[config.mk]
export PLATFORM = sky130hd
export DESIGN_NAME = vga_mode_scheduler_flat
export DESIGN_NICKNAME = d
export VERILOG_FILES = /design/src/rtl/vga_mode_scheduler_if.sv /design/src/rtl/vga_mode_scheduler.sv /design/src/flat_wrapper.sv
export SDC_FILE = /design/constraint.sdc
export NUM_CORES = 1
export LEC_CHECK = 0
export ABC_CLOCK_PERIOD_IN_PS = 6600
export BUFFER_PORTS_ARGS = -buffer_cell sky130_fd_sc_hd__buf_2
export CAP_MARGIN = 20
export CORE_MARGIN = 1
export CORE_UTILIZATION = 43
export CTS_BUF_LIST = sky130_fd_sc_hd__clkbuf_4
export CTS_CLUSTER_SIZE = 14
export DETAILED_ROUTE_END_ITERATION = 7
export GPL_TIMING_DRIVEN = 0
export HOLD_SLACK_MARGIN = 0.15
export PLACE_DENSITY = 0.67
export SETUP_SLACK_MARGIN = 0.02
export SLEW_MARGIN = 25
export SYNTH_ARGS = -nofsm -noshare
export SYNTH_HDL_FRONTEND = slang
export SYNTH_SLANG_ARGS = --single-unit
[constraint.sdc]
create_clock -name iVGA_CLK -period 6.6 [get_ports iVGA_CLK]
set_input_delay 0.33 -clock iVGA_CLK [delete_from_list [all_inputs] [get_ports iVGA_CLK]]
set_output_delay 0.33 -clock iVGA_CLK [all_outputs]
set_load 0.01 [all_outputs]
[src/rtl/vga_mode_scheduler_if.sv]
// Screen-mode request/apply bundle between the CPU-side mode register, the sync
// generator and the pixel path; FRAME_CNT_W sizes the frame counter.
interface vga_mode_scheduler_if #(
  parameter int FRAME_CNT_W = 16
);
  logic                   iVS;
  logic                   req_valid;
  logic [31:0]            req_mode;
  logic                   req_ready;
  logic [31:0]            screenMode_out;
  logic                   force_blank;
  logic                   mode_changed;
  logic                   busy;
  logic [FRAME_CNT_W-1:0] frame_count;

  modport master (
    output iVS,
    output req_valid,
    output req_mode,
    input  req_ready,
    input  screenMode_out,
    input  force_blank,
    input  mode_changed,
    input  busy,
    input  frame_count
  );

  modport slave (
    input  iVS,
    input  req_valid,
    input  req_mode,
    output req_ready,
    output screenMode_out,
    output force_blank,
    output mode_changed,
    output busy,
    output frame_count
  );
endinterface

[src/rtl/vga_mode_scheduler.sv]
// Defers screen-mode changes to vsync frame boundaries, inserting BLANK_FRAMES black
// frames before a mode switch; one request in flight, req_ready low while busy.
module vga_mode_scheduler #(
  parameter int BLANK_FRAMES = 2,
  parameter int FRAME_CNT_W  = 16
) (
  input  logic                 iVGA_CLK,
  input  logic                 reset,
  vga_mode_scheduler_if.slave  bus
);

  localparam int BCW = (BLANK_FRAMES > 2) ? $clog2(BLANK_FRAMES) : 1;

  typedef enum logic [1:0] {
    IDLE      = 2'd0,
    WAIT_META = 2'd1,
    WAIT_VS   = 2'd2,
    BLANK     = 2'd3
  } state_t;

  state_t                 r_state;
  logic                   r_vs_q;
  logic [31:0]            r_pending;
  logic [BCW-1:0]         r_blank_cnt;
  logic [31:0]            r_screen_mode;
  logic                   r_force_blank;
  logic                   r_mode_changed;
  logic [FRAME_CNT_W-1:0] r_frame_count;

  logic w_frame_tick;
  logic w_accept;

  // iVS is active-low, so the boundary is the first cycle it samples low.
  assign w_frame_tick = r_vs_q & ~bus.iVS;
  assign w_accept     = bus.req_valid && (r_state == IDLE);

  always_ff @(posedge iVGA_CLK or posedge reset) begin
    if (reset) begin
      r_state        <= IDLE;
      r_vs_q         <= 1'b1;
      r_pending      <= '0;
      r_blank_cnt    <= '0;
      r_screen_mode  <= '0;
      r_force_blank  <= 1'b0;
      r_mode_changed <= 1'b0;
      r_frame_count  <= '0;
    end else begin
      r_vs_q         <= bus.iVS;
      r_mode_changed <= 1'b0;
      if (w_frame_tick) begin
        r_frame_count <= r_frame_count + FRAME_CNT_W'(1);
      end

      case (r_state)
        IDLE: begin
          // A request landing on a tick cycle deliberately waits for the next tick.
          if (w_accept) begin
            r_pending <= bus.req_mode;
            if (bus.req_mode[31:29] == r_screen_mode[31:29]) begin
              r_state <= WAIT_META;
            end else begin
              r_state <= WAIT_VS;
            end
          end
        end

        WAIT_META: begin
          if (w_frame_tick) begin
            r_screen_mode  <= r_pending;
            r_mode_changed <= 1'b1;
            r_state        <= IDLE;
          end
        end

        WAIT_VS: begin
          if (w_frame_tick) begin
            if (BLANK_FRAMES == 0) begin
              r_screen_mode  <= r_pending;
              r_mode_changed <= 1'b1;
              r_state        <= IDLE;
            end else begin
              r_force_blank <= 1'b1;
              r_blank_cnt   <= BCW'(BLANK_FRAMES - 1);
              r_state       <= BLANK;
            end
          end
        end

        BLANK: begin
          if (w_frame_tick) begin
            if (r_blank_cnt == '0) begin
              r_screen_mode  <= r_pending;
              r_force_blank  <= 1'b0;
              r_mode_changed <= 1'b1;
              r_state        <= IDLE;
            end else begin
              r_blank_cnt <= r_blank_cnt - BCW'(1);
            end
          end
        end

        default: r_state <= IDLE;
      endcase
    end
  end

  assign bus.req_ready      = (r_state == IDLE);
  assign bus.busy           = (r_state != IDLE);
  assign bus.screenMode_out = r_screen_mode;
  assign bus.force_blank    = r_force_blank;
  assign bus.mode_changed   = r_mode_changed;
  assign bus.frame_count    = r_frame_count;

endmodule

[src/flat_wrapper.sv]
// flat-port wrapper written by rule: the top's interface ports become plain ports
module vga_mode_scheduler_flat 
#(
  parameter int BLANK_FRAMES = 2,
  parameter int FRAME_CNT_W  = 16
)
  (iVGA_CLK, reset, bus_iVS, bus_req_valid, bus_req_mode, bus_req_ready, bus_screenMode_out, bus_force_blank, bus_mode_changed, bus_busy, bus_frame_count);
  vga_mode_scheduler_if #(.FRAME_CNT_W(FRAME_CNT_W)) bus_i ();
  input  logic iVGA_CLK;
  input  logic reset;
  input wire logic [$bits(bus_i.iVS)-1:0] bus_iVS;
  input wire logic [$bits(bus_i.req_valid)-1:0] bus_req_valid;
  input wire logic [$bits(bus_i.req_mode)-1:0] bus_req_mode;
  output wire logic [$bits(bus_i.req_ready)-1:0] bus_req_ready;
  output wire logic [$bits(bus_i.screenMode_out)-1:0] bus_screenMode_out;
  output wire logic [$bits(bus_i.force_blank)-1:0] bus_force_blank;
  output wire logic [$bits(bus_i.mode_changed)-1:0] bus_mode_changed;
  output wire logic [$bits(bus_i.busy)-1:0] bus_busy;
  output wire logic [$bits(bus_i.frame_count)-1:0] bus_frame_count;
  assign bus_i.iVS = bus_iVS;
  assign bus_i.req_valid = bus_req_valid;
  assign bus_i.req_mode = bus_req_mode;
  assign bus_req_ready = bus_i.req_ready;
  assign bus_screenMode_out = bus_i.screenMode_out;
  assign bus_force_blank = bus_i.force_blank;
  assign bus_mode_changed = bus_i.mode_changed;
  assign bus_busy = bus_i.busy;
  assign bus_frame_count = bus_i.frame_count;
  vga_mode_scheduler #(.BLANK_FRAMES(BLANK_FRAMES), .FRAME_CNT_W(FRAME_CNT_W)) u_core (.iVGA_CLK(iVGA_CLK), .reset(reset), .bus(bus_i));
endmodule
=== Yosys cells after proc, flatten, opt, wreduce, memory -nomap -nowiden ===
Index checks and enable logic that the tools add are counted.

* Bitwise logic cells: 2
* Add/sub/neg operators: 2
* Magnitude comparators: 0
* Equal/unequal tests: 9
* Multiplexer cells: 22
* Shift operators: 0
* Div/mod/pow operators: 0
* $mul: 0
* Reductions and logical operators: 10

{| class="wikitable"
|+ Operators by type and width
! kind !! count
|-
| $mux W32 || 3
|-
| $pmux W32 S2 || 1
|-
| $add A16 B1 Y16 const B || 1
|-
| $mux W2 || 6
|-
| $mux W1 || 8
|-
| $ne A2 B1 Y1 const B || 4
|-
| $pmux W2 S4 || 1
|-
| $reduce_and A4 Y1 || 2
|-
| $pmux W1 S2 || 3
|-
| $reduce_bool A2 Y1 || 3
|-
| $reduce_and A5 Y1 || 1
|-
| $eq A2 B2 Y1 const B || 2
|-
| $eq A3 B3 Y1 || 1
|-
| $reduce_and A3 Y1 || 1
|-
| $eq A2 B1 Y1 const B || 1
|-
| $logic_not A2 Y1 || 1
|-
| $ne A2 B2 Y1 const B || 1
|-
| $reduce_and A2 Y1 || 1
|-
| $and A1 B1 Y1 || 1
|-
| $logic_and A1 B1 Y1 || 1
|-
| $not A1 Y1 || 1
|-
| $sub A1 B1 Y1 const B || 1
|}

* Memory bits (writable): 0
* Output and inout bits: 52
* Latch bits: 0
* Register bits after elaboration: 86
* ROM bits: 0
* Memories: 0

=== Longest topological paths before layout ===
* Depth in word-level cells: 4
* Mapped depth: 7
* Depth with buffers taken out: 5

=== Worst setup path before layout ===
Ideal clock, no wire load.

* Kind: register -> register
* Start point: reg u_core.r_state[0]
* End point: reg u_core.r_pending[0]
* Library setup time: 0.125 ns
* Slack: 5.039 ns
* Buffers on the path: 2
* Period minus slack after synthesis: 1.561 ns
* Cell stages (with the launch flop): 7
* Arrival time: 1.436 ns
* Cells stage by stage: dfrtp_1 > or2_4 > inv_2 > and2_4 > buf_6 > buf_12 > mux2_4

* Cells in the longest elaborated chain, start to end: 3

{| class="wikitable"
|+ Ends and longest elaborated chain
! element !! RTL line !! text
|-
| from (decl) || vga_mode_scheduler.sv:21 || <nowiki>state_t r_state;</nowiki>
|-
| from (signal assigned) || vga_mode_scheduler.sv:39 || <nowiki>r_state <= IDLE;</nowiki>
|-
| from (signal assigned) || vga_mode_scheduler.sv:60 || <nowiki>r_state <= WAIT_META;</nowiki>
|-
| from (signal assigned) || vga_mode_scheduler.sv:62 || <nowiki>r_state <= WAIT_VS;</nowiki>
|-
| $logic_not A2 Y1 * || n/a ||
|-
| via bus_req_ready || flat_wrapper.sv:14 || <nowiki>output wire logic [$bits(bus_i.req_ready)-1:0] bus_req_ready;</nowiki>
|-
| $logic_and A1 B1 Y1 || vga_mode_scheduler.sv:35 || <nowiki>assign w_accept = bus.req_valid && (r_state == IDLE);</nowiki>
|-
| $reduce_and A2 Y1 (no line) * || n/a ||
|-
| to (signal assigned) || vga_mode_scheduler.sv:58 || <nowiki>r_pending <= bus.req_mode;</nowiki>
|-
| to (decl) || vga_mode_scheduler.sv:23 || <nowiki>logic [31:0] r_pending;</nowiki>
|}

The timed path passes the listed nets; every way through them passes the cells marked *.
A chain may end at the register's enable or synchronous reset.

=== Final worst setup path ===
* Start point: in bus_iVS
* End point: reg u_core.r_screen_mode[27], in the netlist u_core.bus.screenMode_out[27]

* Cells in the longest elaborated chain, start to end: 4
* Elaborated cells on any way between the ends: 5

{| class="wikitable"
|+ Ends and longest elaborated chain
! element !! RTL line !! text
|-
| from (decl) || flat_wrapper.sv:11 || <nowiki>input wire logic [$bits(bus_i.iVS)-1:0] bus_iVS;</nowiki>
|-
| $not A1 Y1 * || vga_mode_scheduler.sv:34 || <nowiki>assign w_frame_tick = r_vs_q & ~bus.iVS;</nowiki>
|-
| $and A1 B1 Y1 * || vga_mode_scheduler.sv:34 ||
|-
| $ne A2 B1 Y1 (no line) || n/a ||
|-
| $reduce_and A4 Y1 (no line) * || n/a ||
|-
| to (signal assigned) || vga_mode_scheduler.sv:69 || <nowiki>r_screen_mode <= r_pending;</nowiki>
|-
| to (signal assigned) || vga_mode_scheduler.sv:78 || <nowiki>r_screen_mode <= r_pending;</nowiki>
|-
| to (signal assigned) || vga_mode_scheduler.sv:92 || <nowiki>r_screen_mode <= r_pending;</nowiki>
|-
| to (decl) || vga_mode_scheduler.sv:25 || <nowiki>logic [31:0] r_screen_mode;</nowiki>
|}

Mark *: on every way between the ends. The rest lies on a longest branch, timed or not.

==> out/metrics.yaml <==
status: "complete, no violations"
cts_tree: "built"
grt_setup_unrepaired: "no"
tightestPinTransition_ns: 0.5201
final_common_cell: "nand2_1"
yosys_register_bits: 86
max_slew_margin_pct: 65.33
vias: 2439
boundaryPins: 88
intPower_mw: 1.213
stdcell_area_mm2: 0.004568
grt-ovfl-total: 0
period_needed_ns: 1.832
synthesis.area_mm2: 0.003506
dieArea_mm2: 0.008518
postRouteAntennaNets: 0
setup_violations: 0
worstSkewPairLatency_ns: 0.42
yosysWarningCount: 0
layout_setup_ws_ns: 4.768
cts_htree_levels: 3
fill_cells: 673
rr_endpoint: "u_core.bus.screenMode_out[27]"
p_sw_uw: 590.4
critPathCaptureType: "flip-flop"
clk_path_buf_depth: 2
via_per_inst: 4.628
area_growth_pct: 30.30
grt_max_degree: 52
cts_setup_buffers: 0
place_inst: 478
antennaDiodeCount: 0
first_iter_violations: 118
most-common-layout-cells: "nand2_1, buf_2, dfrtp_1"
hp-class: "input port to flip-flop"
die_h_um: 92.30
drc: 0
fmax_mhz: 545.9
grt_pass1_vias: 2499
reg2reg_depth: 7
min_period_over_period_pct: 27.76
wl_um: 7192
fin_nets: 458
antenna_found_initial: 0
power_frac_seq_pct: 48.8
grt_use_total_pct: 18.77
synth_top_area_cell: "dfrtp_1"
drv_cap: 0
hold_ws_ns: 0.2239
placed_cell_area_mm2: 0.004101
pre_cts_ws_ns: 4.792
hold_violations: 0
initial_core_util_pct: 44.90
multiInputGateArea_mm2: 0.001226
crit_arrival_ns: 2.19
synthCells: 288
clock-sinks: 86
min_to: "u_core.r_state[1]"
row_count: 32
r2r_setup_slack_ns: 4.81
synth_top_area_share_pct: 60.67
worst_ir_drop_vdd_mv: 0.2195
grt_pass1_wl_um: 12320
drv_slew: 0
p_comb_share_pct: 35.3
switching_share_pct: 32.74
cts_buffers: 9
wire_per_inst_um: 13.65
synth.distinct_cells: 25
clk_root_buffer_cell: "clkbuf_4"
seq_area_frac_synth_pct: 61.42
ys_top_cells_by_area: "dfrtp_1, mux2_4, nand2_1, xnor2_1, buf_12"
dr.pass1.iters: 4
cellLeakagePower_nw: 2.386
path_class: "input port to flip-flop"
fp.dieW_um: 92.30
p_clk_share_pct: 16.0
required_ns: 6.96
hold_path_depth: 3
startpoint_type: "input port"
rr_startpoint: "u_core.r_vs_q"
portBuffers: 87
core_mm2: 0.007807
powerDensity_mw_per_mm2: 394.8
syn_avg_cell_area_um2: 12.17
dpl.hpwl_um: 4772
worstPathMaxFanout: 10
skew_ns: 0.01148
fin_setup_tns_ns: 0
stdcell_count: 527
gp_congestion: 0.7077
layout.area.seq_mm2: 0.002153
hold_start: "bus_req_valid"
cts.clk_slew.worst_paths_ns: 0.12
syn-num-nets: 325
drive_gt1_share_pct: 35.53
==> timing repair <==
action                                  CTS  global route
endpoints found under the hold margin    66             2
hold buffers                             32             2
endpoints found under the setup margin    0             0
gates resized for setup                   0             0
==> per-stage QoR <==
| step | power, mW | util, % |
|---|---|---|
| floorplan | 1.300 | - |
| global placement | 1.489 | 52.12 |
| detailed placement | 1.517 | 52.53 |
| CTS | 1.824 | 58.25 |
| global route | 1.930 | 58.51 |
| finish | 1.803 | 58.51 |
==> cell families (layout without fill, tap and decap cells) <==
family	after synthesis	in the layout	share of synthesized area (%)
adders and majority gates	1	1	0.3568
and+or+nand+nor	125	125	15.17
AOI/OAI and AO/OA	8	8	1.142
buffers and inverters	17	154	3.605
DFF	86	86	61.42
xor gates and xnor gates	18	18	4.497
muxes	33	33	13.81
==> worst max path at each step <==
| stage | startpoint | end | slack, ns | cells after the start |
|---|---|---|---|---|
| global route | u_core.r_vs_q | u_core.bus.screenMode_out[24] | 4.62 | 7 |
| detailed placement | u_core.r_vs_q | u_core.bus.screenMode_out[27] | 4.79 | 7 |
| floorplan | reset | u_core.bus.force_blank | 4.05 | 1 |
| CTS | u_core.r_vs_q | u_core.bus.screenMode_out[27] | 4.75 | 7 |
| finish | bus_iVS | u_core.bus.screenMode_out[27] | 4.77 | 9 |
| global placement | reset | u_core.bus.screenMode_out[24] | 3.05 | 2 |
==> area by class of cell <==
type	count	area share (%)
clock buffer	10	1.643
timing repair buffer	122	17.58
clock inverter	5	1.123
inverter	4	0.4382
tap	102	2.794
buffer	13	2.438
sequential	86	47.14
multi-input combinational	185	26.84
==> synthesized netlist by cell type <==
library cell,instances
inv_2,2
xor2_1,3
xnor2_1,15
dfstp_2,1
a21oi_1,4
and2_1,1
or3b_2,1
nand3_1,8
nor2b_1,1
and3_1,2
mux2_4,30
inv_1,2
buf_12,3
nand4_1,1
nand2_1,104
buf_2,5
buf_6,1
clkbuf_1,4
dfrtp_1,85
and2_4,1
ha_1,1
o21ai_0,4
or2_4,1
mux2_2,3
and4_1,5
==> metal layers <==
| metal | GRT usage, % | part of all wire (%) | vias up |
|---|---|---|---|
| li1 | - | - | 1189 |
| met5 | 0 | 0 | - |
| met3 | 5.583 | 4.4 | 8 |
| met1 | 24.59 | 46 | 1179 |
| met2 | 30.04 | 48 | 63 |
| met4 | 5.990 | 0.88 | 0 |
==> worst max-delay path, cell delays in order <==
cell and delay, ns:
dlygate4sd3_1 0.54, buf_2 0.13, nor2b_1 0.09, buf_2 0.22, nand3_1 0.26, inv_2 0.21
buf_2 0.26, nand2_1 0.09, nand2_1 0.06
==> power by group through the flow <==
stage	Combinational, mW	Sequential (mW)	Clock (mW)
2_1_floorplan	0.385	0.915	0
3_3_place_gp	0.610	0.879	0
3_5_place_dp	0.629	0.888	0
4_1_cts	0.646	0.880	0.298
5_1_grt	0.704	0.909	0.318
6_report	0.636	0.879	0.288
==> flip-flops by register name (all words and copies together) (netlist names) <==
register                   cells
u_core.bus.force_blank         1
u_core.bus.frame_count        16
u_core.bus.mode_changed        1
u_core.bus.screenMode_out     32
u_core.r_blank_cnt             1
u_core.r_pending              32
u_core.r_state                 2
u_core.r_vs_q                  1
Power figures use the tool's default switching activity.
